===== src/rtl/multi_edge_debouncer_pkg.sv =====
// Shared constants and helpers for the multi-channel button debouncer.
package multi_edge_debouncer_pkg;

    localparam logic [1:0] ST_IDLE    = 2'b00;
    localparam logic [1:0] ST_LOCKOUT = 2'b01;
    localparam logic [1:0] ST_HELD    = 2'b10;

    localparam int EDGE_RISE = 0;
    localparam int EDGE_FALL = 1;
    localparam int EDGE_BOTH = 2;

    function automatic int maxOf3(input int a, input int b, input int c);
        int m;
        m = (a > b) ? a : b;
        return (m > c) ? m : c;
    endfunction

    // True when an accepted transition to the given level should produce a pulse.
    function automatic logic edgeAllowed(input int mode, input logic rising);
        if (rising)
            return (mode == EDGE_RISE) || (mode == EDGE_BOTH);
        else
            return (mode == EDGE_FALL) || (mode == EDGE_BOTH);
    endfunction

endpackage


===== src/rtl/debounce_channel.sv =====
// One debouncer channel: 2-flop synchroniser, lockout/auto-repeat FSM and its tick counter.
module debounce_channel
    import multi_edge_debouncer_pkg::*;
#(
    parameter int LOCKOUT_US       = 1000,
    parameter int EDGE_MODE        = 0,
    parameter int REPEAT_EN        = 0,
    parameter int REPEAT_DELAY_US  = 300000,
    parameter int REPEAT_PERIOD_US = 100000
) (
    input  logic i_clk,
    input  logic i_reset,
    input  logic i_enable,
    input  logic i_us_tick,
    input  logic i_in,
    output logic o_level,
    output logic o_pulse,
    output logic o_held
);

    localparam int CW = $clog2(maxOf3(LOCKOUT_US, REPEAT_DELAY_US, REPEAT_PERIOD_US)) + 1;
    localparam logic [CW-1:0] LOCK_LAST   = CW'(LOCKOUT_US - 1);
    localparam logic [CW-1:0] DELAY_LAST  = CW'(REPEAT_DELAY_US - 1);
    localparam logic [CW-1:0] PERIOD_LAST = CW'(REPEAT_PERIOD_US - 1);

    logic          r_sync1;
    logic          r_sync2;
    logic [1:0]    r_state;
    logic [CW-1:0] r_cnt;
    logic          r_first;
    logic          r_level;
    logic          r_pulse;
    logic          r_held;

    logic [CW-1:0] w_repLast;
    logic          w_changed;
    logic          w_lockDone;
    logic          w_repDone;
    logic          w_newEdgePulse;

    assign w_repLast      = r_first ? DELAY_LAST : PERIOD_LAST;
    assign w_changed      = (r_sync2 != r_level);
    assign w_lockDone     = i_us_tick && (r_cnt == LOCK_LAST);
    assign w_repDone      = i_us_tick && (r_cnt == w_repLast);
    assign w_newEdgePulse = edgeAllowed(EDGE_MODE, r_sync2);

    always_ff @(posedge i_clk) begin
        if (i_reset) begin
            r_sync1 <= 1'b0;
            r_sync2 <= 1'b0;
        end else begin
            r_sync1 <= i_in;
            r_sync2 <= r_sync1;
        end
    end

    // Repeat pulses fire regardless of edge mode; a release in HELD beats a same-cycle repeat.
    always_ff @(posedge i_clk) begin
        if (i_reset) begin
            r_state <= ST_IDLE;
            r_cnt   <= '0;
            r_first <= 1'b0;
            r_level <= 1'b0;
            r_pulse <= 1'b0;
            r_held  <= 1'b0;
        end else begin
            r_pulse <= 1'b0;
            if (i_enable) begin
                case (r_state)
                    ST_IDLE: begin
                        if (w_changed) begin
                            r_level <= r_sync2;
                            r_pulse <= w_newEdgePulse;
                            r_cnt   <= '0;
                            r_state <= ST_LOCKOUT;
                        end
                    end
                    ST_LOCKOUT: begin
                        if (w_lockDone) begin
                            r_cnt <= '0;
                            if (w_changed) begin
                                r_level <= r_sync2;
                                r_pulse <= w_newEdgePulse;
                            end else if (r_level && (REPEAT_EN != 0)) begin
                                r_first <= 1'b1;
                                r_held  <= 1'b1;
                                r_state <= ST_HELD;
                            end else begin
                                r_state <= ST_IDLE;
                            end
                        end else if (i_us_tick) begin
                            r_cnt <= r_cnt + CW'(1);
                        end
                    end
                    ST_HELD: begin
                        if (!r_sync2) begin
                            r_level <= 1'b0;
                            r_pulse <= edgeAllowed(EDGE_MODE, 1'b0);
                            r_cnt   <= '0;
                            r_held  <= 1'b0;
                            r_state <= ST_LOCKOUT;
                        end else if (w_repDone) begin
                            r_pulse <= 1'b1;
                            r_cnt   <= '0;
                            r_first <= 1'b0;
                        end else if (i_us_tick) begin
                            r_cnt <= r_cnt + CW'(1);
                        end
                    end
                    default: begin
                        r_cnt   <= '0;
                        r_held  <= 1'b0;
                        r_state <= ST_IDLE;
                    end
                endcase
            end
        end
    end

    assign o_level = r_level;
    assign o_pulse = r_pulse;
    assign o_held  = r_held;

endmodule


===== src/rtl/multi_edge_debouncer.sv =====
// N-channel button debouncer: shared microsecond prescaler feeding independent channels.
module multi_edge_debouncer
    import multi_edge_debouncer_pkg::*;
#(
    parameter int N_CH             = 4,
    parameter int CLK_PER_US       = 36,
    parameter int LOCKOUT_US       = 1000,
    parameter int EDGE_MODE        = 0,
    parameter int REPEAT_EN        = 0,
    parameter int REPEAT_DELAY_US  = 300000,
    parameter int REPEAT_PERIOD_US = 100000
) (
    input  logic            i_clk_36MHz,
    input  logic            i_reset,
    input  logic            i_enable,
    input  logic [N_CH-1:0] i_in,
    output logic [N_CH-1:0] o_level,
    output logic [N_CH-1:0] o_pulse,
    output logic [N_CH-1:0] o_held
);

    localparam int PW = (CLK_PER_US > 1) ? $clog2(CLK_PER_US) : 1;
    localparam logic [PW-1:0] PRE_LAST = PW'(CLK_PER_US - 1);

    logic [PW-1:0] r_preCnt;
    logic          w_usTick;

    assign w_usTick = i_enable && (r_preCnt == PRE_LAST);

    // Frozen while disabled so lockout and repeat timing resume where they stopped.
    always_ff @(posedge i_clk_36MHz) begin
        if (i_reset) begin
            r_preCnt <= '0;
        end else if (i_enable) begin
            r_preCnt <= w_usTick ? '0 : r_preCnt + PW'(1);
        end
    end

    for (genvar g = 0; g < N_CH; g++) begin : gen_ch
        debounce_channel #(
            .LOCKOUT_US       (LOCKOUT_US),
            .EDGE_MODE        (EDGE_MODE),
            .REPEAT_EN        (REPEAT_EN),
            .REPEAT_DELAY_US  (REPEAT_DELAY_US),
            .REPEAT_PERIOD_US (REPEAT_PERIOD_US)
        ) u_channel (
            .i_clk     (i_clk_36MHz),
            .i_reset   (i_reset),
            .i_enable  (i_enable),
            .i_us_tick (w_usTick),
            .i_in      (i_in[g]),
            .o_level   (o_level[g]),
            .o_pulse   (o_pulse[g]),
            .o_held    (o_held[g])
        );
    end

endmodule


===== config.mk =====
export PLATFORM = sky130hd
export DESIGN_NAME = multi_edge_debouncer
export DESIGN_NICKNAME = d
export VERILOG_FILES = /design/src/rtl/multi_edge_debouncer_pkg.sv /design/src/rtl/debounce_channel.sv /design/src/rtl/multi_edge_debouncer.sv
export SDC_FILE = /design/constraint.sdc
export NUM_CORES = 1
export LEC_CHECK = 0
export BUFFER_PORTS_ARGS = -buffer_cell sky130_fd_sc_hd__buf_2
export CELL_PAD_IN_SITES_DETAIL_PLACEMENT = 0
export CELL_PAD_IN_SITES_GLOBAL_PLACEMENT = 1
export CORE_MARGIN = 10
export CORE_UTILIZATION = 50
export DETAILED_ROUTE_END_ITERATION = 10
export PLACE_DENSITY = 0.87
export SLEW_MARGIN = 20
export SYNTH_ARGS = -nofsm -noshare
export SYNTH_HDL_FRONTEND = slang
export SYNTH_SLANG_ARGS = --single-unit

===== constraint.sdc =====
create_clock -name i_clk_36MHz -period 4.8 [get_ports i_clk_36MHz]
set_clock_uncertainty 0.1 [all_clocks]
set_input_delay 0.48 -clock i_clk_36MHz [delete_from_list [all_inputs] [get_ports i_clk_36MHz]]
set_output_delay 0.48 -clock i_clk_36MHz [all_outputs]
set_load 0.02 [all_outputs]

==> metrics.md <==
| Metric | Value |
|---|---|
| Initial Util | between 50% and 60% |
| DR vias | 3,788 |
| Crit Path Class | register to register |
| Min Hold Slack | 210.4 ps |
| Skew-Pair Late Insertion Delay | 380 ps |
| Count of boundary I/O pins | 19 |
| Setup TNS Final | 0 ps |
| Postcts setup bufs | 0 |
| Post-synthesis mux area share | 0.4001% |
| Avg WL per Cell | 13.17 µm |
| Slowest cell on the critical path | o41ai_2 |
| # clock sinks | approximately 110 |
| Crit-path cells | ha_1 > and2_0 > nand2_1 > o41ai_2 > a21o_1 > nor2_1 |
| Fraction of layout cells with a size suffix above 1 | 6.783% |
| Worst Setup Slack, final | a little over 2000 ps |
| Global Route Usage Sum | 13.57% |
| Largest net degree at the start of global routing | 29 |
| Inserted Clock Buffers | 9 |
| Post-synth ARST share | 0% |
| Final #Nets | 587 |
| Final Hold Fails | 0 |
| Sequential fraction of the synthesis area | 42.41% |
| Worst EP arrival | approximately 2900 ps |
| Tmin final | 2740 ps |
| Post-Layout Inst Area | around 5300 µm² |
| Worst min path class | input pin to register |
| Grt ovf | 0 |
| Clock slew at reported path FFs | 90 ps |
| Largest family of logic cells by synthesized area | simple AND/OR/NAND/NOR gates |
| Synth Cell Area | 5004 µm² |
| Post-Syn Instances | ~570 |
| Max stage delay on crit path | 630 ps |
| Total power | 1.519 mW |
| Finish-stage setup viols | 0 |
| Min-Delay Endpoint | gen_ch[1].u_channel.r_sync1 |
| Hold path depth | 2 |
| EDFF count, synth | 0 |
| Post-route clock period utilization | 57.09% |
| # diodes | 0 |
| Worst slew margin | 33.16% |
| Max Fclk | 365.0 MHz |
| Initial antenna violation count | 0 |
| Placed cells | 692 |
| Max FO, Critical Path | 20 |
| R2r startpoint | r_preCnt[0] |
| Number of distinct library cells after synthesis | 45 |
| Pwr dens | approximately 290 nW/µm² |
| H-tree Lvls | 3 |
| RR Endpoint | gen_ch[2].u_channel.r_cnt[15] |
| First-pass GRT wire length | between 15 and 20 mm |
| Flops & latches, synth | 106 |
| Number of port buffers | 14 |
| Status | complete, no violations |
| Die Span X | 120.0 µm |
| Startpoint Class | register |
| Max-slew violations | 0 |
| Core area | 9774 µm² |
| Vias in the first global route | 3,567 |
| Synthesis-to-finish area growth | 5.501% |
| XOR/XNOR share of the synthesized area | about 14% |
| Die H | approximately 120 µm |
| Drt first pass iters | 5 |
| Via density | around 5.4 |
| Top FF cell, synth | dfxtp_1 |
| VDD IR max | 0.2656 mV |
| Synth Area in Simple Gates | 31.36% |
| Rows | 36 |
| CP Capture Type | register |
| Post-route antenna net violation count | 0 |
| DPL Wire Length | 6.542 mm |
| Synthesized area per cell | approximately 8.7 µm² |
| Unrepaired setup endpoints after global routing | no |
| Area after DPL | roughly 5100 µm² |
| # fillers | slightly above 900 |
| CTS tree | built |
| Post-Layout Cell Count | approximately 710 |
| R2r setup slk | just over 2000 ps |
| Final GP Congestion | around 0.83 |
| Pre-CTS WS | 1923 ps |
| CTS Hold Bufs | 0 |
| Buffers & Inverters on Critical Path | 0 |
| Clk root buf | clkbuf_8 |
| Compound-Gate Fraction of Synth Area | under 10% |
| Detailed Route Iter0 Violations | 247 |
| Worst EP required | between 4000 and 5000 ps |
| Adder-Cell Fraction of Synth Area | 2.501% |
| Remaining DRCs | 0 |
| R2r worst-path depth | 6 |
| Final core occ | 54.01% |
| Longest Clk Path Bufs | 2 |
| Static Leakage | 1.776 nW |
| Actual transition at the worst max-transition pin | ~1000 ps |
| Post_cts resized | 0 |
| WL final | approximately 9.3 mm |
| Synth Warn # | 0 |
| Max-Cap Viols | 0 |
| Hold path start | i_in[1] |
| CP delay by family, top | compound AO/OA/AOI/OAI gates |
| Die area | 14,410 µm² |
## sequential cells by signal, summed over array words and instances, names as in the netlist
| signal | flops |
|---|---|
| gen_ch.u_channel.r_cnt | 80 |
| r_preCnt | 6 |
| gen_ch.u_channel.o_level | 4 |
| gen_ch.u_channel.o_pulse | 4 |
| gen_ch.u_channel.r_state | 4 |
| gen_ch.u_channel.r_sync1 | 4 |
| gen_ch.u_channel.r_sync2 | 4 |
## layout make-up
cell class / instances / area [µm²] / area share (%)
Clock inverter: 5 / 52.55 / 0.9955
Clock buffer: 11 / 151.4 / 2.868
Sequential cell: 106 / 2122 / 40.20
Tap cell: 133 / 166.4 / 3.152
Timing Repair Buffer: 16 / 85.08 / 1.612
Multi-Input combinational cell: 423 / 2649 / 50.18
Inverter: 14 / 52.55 / 0.9955
## cells by family after synthesis
logic type                 Yosys count
and+or+nand+nor                    297
DFF                                106
xor gates and xnor gates            81
buffers and inverters               48
AOI/OAI and AO/OA                   29
adders and majority gates           10
muxes                                2
other                                1
## worst reg2reg max path: stages, from the launching register on
cell and delay (ps):
dfxtp_1 380, ha_1 280, and2_0 280, nand2_1 240, o41ai_2 630, a21o_1 590, nor2_1 110
## worst max path at each step
stage / from / endpoint / slack [ps] / cells after the start
global placement: i_enable / gen_ch[3].u_channel.r_cnt[19] / 2070 / 6
CTS: r_preCnt[4] / gen_ch[2].u_channel.r_cnt[4] / 2050 / 4
floorplan: r_preCnt[0] / gen_ch[2].u_channel.r_cnt[0] / 2750 / 7
global route: r_preCnt[0] / gen_ch[2].u_channel.r_cnt[14] / 1780 / 6
detailed placement: i_enable / gen_ch[2].u_channel.r_cnt[3] / 1920 / 6
finish: r_preCnt[0] / gen_ch[2].u_channel.r_cnt[15] / 2060 / 6
## per-layer routing
metal / vias up / share of wire [%] / track usage [%] / wire, µm
li1: 1956 / - / - / -
met2: 52 / 48 / 21.18 / 4479
met3: 2 / 4.5 / 4.501 / 417
met5: - / 0 / 0 / 0
met4: 0 / 0.43 / 4.072 / 40
met1: 1778 / 47 / 17.41 / 4390
## cells in the final DEF, fill, tap and decap left out, types with 4 or more instances in the layout
cell type / netlist / layout
a21o_1: 5 / 5
a21oi_1: 9 / 9
and2_1: 6 / 6
and3_1: 14 / 14
and4_1: 6 / 6
buf_2: 9 / 14
clkbuf_8: 0 / 11
conb_1: 1 / 4
dfxtp_1: 106 / 106
ha_1: 10 / 10
inv_1: 14 / 14
nand2_1: 30 / 30
nand2b_1: 4 / 4
nand3_1: 29 / 29
nand4_1: 28 / 28
nor2_1: 94 / 94
nor2b_1: 14 / 14
nor3_1: 33 / 33
nor3b_1: 5 / 5
nor4_1: 20 / 20
nor4b_1: 4 / 4
xnor2_1: 60 / 60
xor2_1: 21 / 21
## synth_stat cells (3+ instances only)
master | instances | area (µm²)
nor4_1 | 20 | 125.1
and3_1 | 14 | 87.58
ha_1 | 10 | 125.1
clkbuf_1 | 11 | 41.29
xnor2_1 | 60 | 525.5
o31ai_1 | 3 | 22.52
dfxtp_1 | 106 | 2122
buf_2 | 9 | 45.04
nor2b_1 | 14 | 87.58
a21o_1 | 5 | 37.54
nor3_1 | 33 | 165.2
xor2_1 | 21 | 183.9
nand4_1 | 28 | 175.2
and4_1 | 6 | 52.55
buf_4 | 12 | 90.09
and2_1 | 6 | 37.54
a21oi_1 | 9 | 45.04
nand3_1 | 29 | 145.1
nor2_1 | 94 | 352.8
nor3b_1 | 5 | 37.54
nand2_1 | 30 | 112.6
inv_1 | 14 | 52.55
nand2b_1 | 4 | 25.02
nor4b_1 | 4 | 35.03
## where the power goes
part / internal, mW / switching, mW / total [mW] / leakage (nW)
clock network: 0.267 / 0.293 / 0.560 / 0.105
registers: 0.888 / 0.00693 / 0.895 / 0.856
logic: 0.0193 / 0.0448 / 0.0641 / 0.815
total: 1.17 / 0.345 / 1.52 / 1.78
No activity file was read; power rests on OpenSTA's default activity.
